[config.mk]
export PLATFORM = sky130hd
export DESIGN_NAME = adder_tree_pipe
export DESIGN_NICKNAME = d
export VERILOG_FILES = /design/src/rtl/adder_pkg.sv /design/src/rtl/adder_tree_stage.sv /design/src/rtl/adder_tree_pipe.sv
export SDC_FILE = /design/constraint.sdc
export NUM_CORES = 1
export LEC_CHECK = 0
export BUFFER_PORTS_ARGS = -buffer_cell sky130_fd_sc_hd__buf_2
export CAP_MARGIN = 20
export CORE_UTILIZATION = 45
export CTS_BUF_LIST = sky130_fd_sc_hd__clkbuf_2
export CTS_CLUSTER_DIAMETER = 100
export DETAILED_ROUTE_END_ITERATION = 10
export MAX_ROUTING_LAYER = met4
export PLACE_DENSITY_LB_ADDON = 0.15
export SYNTH_ARGS = -nofsm -noshare
export SYNTH_HDL_FRONTEND = slang
export SYNTH_HIERARCHICAL = 1
export SYNTH_SLANG_ARGS = --single-unit
[constraint.sdc]
create_clock -name clk -period 2.6 [get_ports clk]
set_input_delay 0.52 -clock clk [delete_from_list [all_inputs] [get_ports clk]]
set_output_delay 0.52 -clock clk [all_outputs]
set_load 0.01 [all_outputs]
[src/rtl/adder_pkg.sv]
// Shared definitions for the pipelined adder tree.
// - add_mode_e : per-vector operand interpretation, carried through every stage
// - tree_lvls  : number of tree levels (= pipeline stages) for a given input count
// - lvl_cnt    : number of values held after a given level (level 0 = the inputs)
package adder_pkg;

    typedef enum logic {
        ADD_UNSIGNED = 1'b0,
        ADD_SIGNED   = 1'b1
    } add_mode_e;

    function automatic int tree_lvls(input int num);
        return $clog2(num);
    endfunction

    // Each level halves the value count, rounding up because an odd last
    // value passes through unpaired.
    function automatic int lvl_cnt(input int num, input int lvl);
        int n;
        n = num;
        for (int k = 0; k < lvl; k++) begin
            n = (n + 1) / 2;
        end
        return n;
    endfunction

endpackage

[src/rtl/adder_tree_stage.sv]
// One level of the adder tree: pairwise add of N_IN values into ceil(N_IN/2)
// values one bit wider, then a register with valid bit and mode flag.
// Ports:
//   clk, rst   clock, synchronous active-high reset
//   src_data   N_IN values of IN_BITS each, value k at [k*IN_BITS +: IN_BITS]
//   src_vld    upstream holds a vector
//   src_mode   signedness of the upstream vector
//   down_en    downstream stage (or consumer) can take this stage's contents
//   en         this stage loads on the next edge
//   data       N_OUT registered values of OUT_BITS each
//   vld        registered valid
//   mode       registered signedness, travels with the vector
//
// Handshake: a stage loads whenever it is empty or its contents leave this
// cycle (en = ~vld | down_en); the upstream stage treats en as its ready,
// so an empty stage fills even while everything below it is stalled.
module adder_tree_stage
    import adder_pkg::*;
#(
    parameter int  IN_BITS  = 8,
    parameter int  N_IN     = 4,
    localparam int N_OUT    = (N_IN + 1) / 2,
    localparam int OUT_BITS = IN_BITS + 1
) (
    input  logic                      clk,
    input  logic                      rst,
    input  logic [N_IN*IN_BITS-1:0]   src_data,
    input  logic                      src_vld,
    input  add_mode_e                 src_mode,
    input  logic                      down_en,
    output logic                      en,
    output logic [N_OUT*OUT_BITS-1:0] data,
    output logic                      vld,
    output add_mode_e                 mode
);

    logic [N_OUT*OUT_BITS-1:0] sum;

    function automatic logic [OUT_BITS-1:0] ext(input logic [IN_BITS-1:0] x,
                                                input add_mode_e m);
        return {(m == ADD_SIGNED) ? x[IN_BITS-1] : 1'b0, x};
    endfunction

    // Both operands are extended by one bit first, so the OUT_BITS-wide sum
    // is exact for either interpretation.
    always_comb begin
        sum = '0;
        for (int j = 0; j < N_IN / 2; j++) begin
            sum[j*OUT_BITS +: OUT_BITS] =
                ext(src_data[(2*j)*IN_BITS +: IN_BITS], src_mode) +
                ext(src_data[(2*j+1)*IN_BITS +: IN_BITS], src_mode);
        end
        if (N_IN % 2 == 1) begin
            sum[(N_OUT-1)*OUT_BITS +: OUT_BITS] =
                ext(src_data[(N_IN-1)*IN_BITS +: IN_BITS], src_mode);
        end
    end

    assign en = ~vld | down_en;

    always_ff @(posedge clk) begin
        if (rst) begin
            vld  <= 1'b0;
            data <= '0;
            mode <= ADD_UNSIGNED;
        end else begin
            if (en) begin
                vld <= src_vld;
            end
            // Payload only changes when a real vector arrives.
            if (en && src_vld) begin
                data <= sum;
                mode <= src_mode;
            end
        end
    end

endmodule

[src/rtl/adder_tree_pipe.sv]
// Pipelined NUM-input adder tree with valid/ready flow control.
// One registered stage per tree level (LVLS = $clog2(NUM)), so an accepted
// vector appears at the output LVLS cycles later when not stalled.
// Ports:
//   clk, rst   clock, synchronous active-high reset
//   in_valid   input vector valid
//   in_ready   vector accepted on this edge if in_valid is also high
//   in_signed  1: operands two's complement, 0: unsigned
//   i          NUM operands, lane k = i[k*BITS +: BITS]
//   out_valid  result valid
//   out_ready  consumer takes the result on this edge
//   o          sum, BITS+LVLS wide (exact) or BITS wide (SAT=1, clamped)
//   out_ovf    SAT=1: result was clamped; constant 0 otherwise
//
// Handshake: a transfer happens on an edge where valid and ready are both
// high; valid never waits for ready, and while out_valid is high and
// out_ready low, o/out_ovf/out_valid do not change.
module adder_tree_pipe
    import adder_pkg::*;
#(
    parameter int  BITS = 8,
    parameter int  NUM  = 4,
    parameter int  SAT  = 0,
    localparam int LVLS = tree_lvls(NUM),
    localparam int OW   = (SAT != 0) ? BITS : BITS + LVLS
) (
    input  logic              clk,
    input  logic              rst,
    input  logic              in_valid,
    output logic              in_ready,
    input  logic              in_signed,
    input  logic [NUM*BITS-1:0] i,
    output logic              out_valid,
    input  logic              out_ready,
    output logic [OW-1:0]     o,
    output logic              out_ovf
);

    localparam int FW = BITS + LVLS;

    for (genvar l = 1; l <= LVLS; l++) begin : g_lvl
        localparam int N_IN  = lvl_cnt(NUM, l - 1);
        localparam int N_OUT = lvl_cnt(NUM, l);
        localparam int IN_W  = BITS + l - 1;

        logic [N_IN*IN_W-1:0]      src_data;
        logic                      src_vld;
        add_mode_e                 src_mode;
        logic                      down_en;
        logic                      en;
        logic [N_OUT*(IN_W+1)-1:0] data;
        logic                      vld;
        add_mode_e                 mode;

        if (l == 1) begin : g_head
            assign src_data = i;
            assign src_vld  = in_valid;
            assign src_mode = add_mode_e'(in_signed);
        end else begin : g_body
            assign src_data = g_lvl[l-1].data;
            assign src_vld  = g_lvl[l-1].vld;
            assign src_mode = g_lvl[l-1].mode;
        end

        if (l == LVLS) begin : g_tail
            assign down_en = out_ready;
        end else begin : g_mid
            assign down_en = g_lvl[l+1].en;
        end

        adder_tree_stage #(
            .IN_BITS (IN_W),
            .N_IN    (N_IN)
        ) u_stage (
            .clk      (clk),
            .rst      (rst),
            .src_data (src_data),
            .src_vld  (src_vld),
            .src_mode (src_mode),
            .down_en  (down_en),
            .en       (en),
            .data     (data),
            .vld      (vld),
            .mode     (mode)
        );
    end

    logic [FW-1:0] fin;

    assign in_ready  = g_lvl[1].en;
    assign out_valid = g_lvl[LVLS].vld;
    assign fin       = g_lvl[LVLS].data;

    if (SAT != 0) begin : g_sat
        localparam logic signed [FW-1:0] SMAX = FW'((2 ** (BITS - 1)) - 1);
        localparam logic signed [FW-1:0] SMIN = ~SMAX;

        // The tree itself is exact; clamping is purely a view of the final
        // full-width value, so out_ovf is registered-data driven and stable.
        always_comb begin
            o       = fin[BITS-1:0];
            out_ovf = 1'b0;
            if (g_lvl[LVLS].mode == ADD_SIGNED) begin
                if ($signed(fin) > SMAX) begin
                    o       = {1'b0, {(BITS-1){1'b1}}};
                    out_ovf = 1'b1;
                end else if ($signed(fin) < SMIN) begin
                    o       = {1'b1, {(BITS-1){1'b0}}};
                    out_ovf = 1'b1;
                end
            end else if (fin[FW-1:BITS] != '0) begin
                o       = '1;
                out_ovf = 1'b1;
            end
        end
    end else begin : g_exact
        // Full-width result already carries the correct sign/zero extension.
        assign o       = fin;
        assign out_ovf = 1'b0;
    end

endmodule

==> metrics.md <==
| Metric | Value |
|---|---|
| Status | `finished, final reports clean` |
| CTS tree | `built` |
| Final GP Congestion | `0.8576` |
| Total routed wirelength | `4.879 mm` |
| Total negative slack | `0 ps` |
| IO Port Bufs | `48` |
| Fin. Hold Viols | `0` |
| Core ar. | `4755 sq um` |
| GRT Util Overall | `0.2043` |
| Reg-to-Reg End | `g_lvl[2].u_stage/data[8]` |
| Starting Density | `0.4695` |
| Die height | `72.43 um` |
| Post-layout util | `0.5397` |
| Area of the mapped netlist | `2232 sq um` |
| Hold Path Origin | `in_signed` |
| Iteration-0 DRC Markers | `68` |
| R2R Setup Slk | `520 ps` |
| P&R area growth vs syn | `14.97%` |
| Clock root buffer | `clkbuf_2` |
| R2R Path Start | `g_lvl[1].u_stage/data[9]` |
| Routed via count | `2009` |
| Antenna violations before repair | `0` |
| Drc violations | `0` |
| Hold-fix buffers, CTS | `0` |
| Total of warnings raised by yosys | `6` |
| Final net count | `379` |
| Max-cap viol count | `0` |
| Clk_skew | `13.25 ps` |
| CP Capture Type | `register` |
| Antenna-violating nets left | `0` |
| Num ports | `50` |
| Total CTS buffers | `5` |
| Non-filler cells, final | `382` |
| Via/cell ratio | `5.259` |
| Clock slew at reported path FFs | `160 ps` |
| Cells after DPL | `374` |
| Share of cells above drive strength 1 | `0.2254` |
| Power density over the cells | `446.6 nW/um^2` |
| RSZ-0062 raised after global routing | `false` |
| Total congestion overflow | `0` |
| Post-Syn Nets | `331` |
| Drt first pass iters | `4` |
| Hold Path Class | `in2reg` |
| Worst-Skew Late Latency | `370 ps` |
| Post-DP HPWL | `3.877 mm` |
| Syn Inst Count | `266` |
| WHS Endpoint | `g_lvl[1].u_stage/mode` |
| Drt wl/cell | `12.77 um` |
| Fmax | `480.3 MHz` |
| Standard-cell rows | `25` |
| DIE WIDTH | `72.43 um` |
| CP Data Required Time | `2870 ps` |
| Clock Path Buffers | `2` |
| Die ar. | `5246 sq um` |
| Fin crit share | `0.8008` |
| Power, Total | `1.146 mW` |
| Final WS setup | `517.8 ps` |
| Pleak | `1.188 nW` |
| First-pass GRT wire length | `8.197 mm` |
| Worst setup SP type | `register` |
| Min Clock Period, post-route | `2082 ps` |
| Max-slew violations | `0` |
| Mean Syn Cell Area | `8.392 sq um` |
| DP Worst Slack | `318.1 ps` |
| Worst reg2reg path depth | `8` |
| Vias in the first global route | `1835` |
| PostCTS Resize Cnt | `0` |
| Htree depth | `2` |
| Maximum vdd drop | `0.0001604 V` |
| Pin count of the biggest net entering global routing | `23` |
| Antenna cells | `0` |
| CTS sink cnt | `31` |
| WS Path Type | `reg2reg` |
| Hold path depth | `3` |
| # setup viols final | `0` |
| Critical Path Fanout Max | `4` |
| Total setup buffers inserted after CTS | `0` |
| Crit path DAT | `2350 ps` |
critical path, stage by stage, from the launching register on:
cell      delay [ps]
dfxtp_1          370
ha_1             190
inv_1             60
fa_1             370
nand2b_1         180
a21oi_2          160
a31oi_1          160
o211a_1          240
a211o_1          250
state kept, by name, summed over array words and instances (netlist names):
register and count:
g_lvl.u_stage/data 28, g_lvl.u_stage/mode 1, g_lvl.u_stage/vld 2
worst max-delay path by stage:
stage | from | end | slack (ps) | cells past startpoint
2_1_floorplan | i[16] | g_lvl[1].u_stage/data[17] | 530 | 6
3_5_place_dp | i[16] | g_lvl[1].u_stage/data[17] | 320 | 7
6_report | g_lvl[1].u_stage/data[9] | g_lvl[2].u_stage/data[8] | 520 | 8
3_3_place_gp | i[16] | g_lvl[1].u_stage/data[17] | 350 | 7
5_1_grt | g_lvl[1].u_stage/data[0] | g_lvl[2].u_stage/data[8] | 370 | 8
4_1_cts | g_lvl[1].u_stage/data[9] | g_lvl[2].u_stage/data[8] | 520 | 8
metrics by stage:
| step | hold slack (ps) | instance area [sq um] |
|---|---|---|
| after global placement | 431.1 | 2529 |
| after detailed placement | 439.4 | 2529 |
| final | 412.0 | 2566 |
| after floorplan | 435.6 | 2232 |
| after CTS | 383.0 | 2566 |
| after global routing | 387.4 | 2566 |
placed cells by master (no fill, tap or decap), types with 7 or more instances in the layout:
master    count
dfxtp_1      31
a21o_1        7
o211ai_1      8
a211oi_1      8
nand3_1      13
ha_1         25
nor2_1       14
buf_2        48
a21oi_1      23
inv_1         8
nand2_1      31
per-layer routing:
metal,vias up,global-route usage,part of all wire
li1,1083,-,-
met1,871,0.2570,0.49
met2,48,0.3344,0.46
met3,7,0.03750,0.035
met4,0,0.05882,0.013
met5,-,-,0
report_power, final:
part	switching, mW	internal, mW	total, mW	leakage, nW
registers	0.0238	0.515	0.539	0.255
logic	0.211	0.169	0.380	0.905
clock network	0.163	0.0647	0.228	0.0281
cell type report:
cell class / count / area [sq um]
fillers: 494 / 2188
multi-input cells: 216 / 1531
clock buffers: 6 / 30.03
clock inverters: 2 / 7.507
inverters: 10 / 37.54
repair buffers: 50 / 255.2
well taps: 67 / 83.83
flip-flops and latches: 31 / 620.6
No activity file was read; power rests on OpenSTA's default activity.
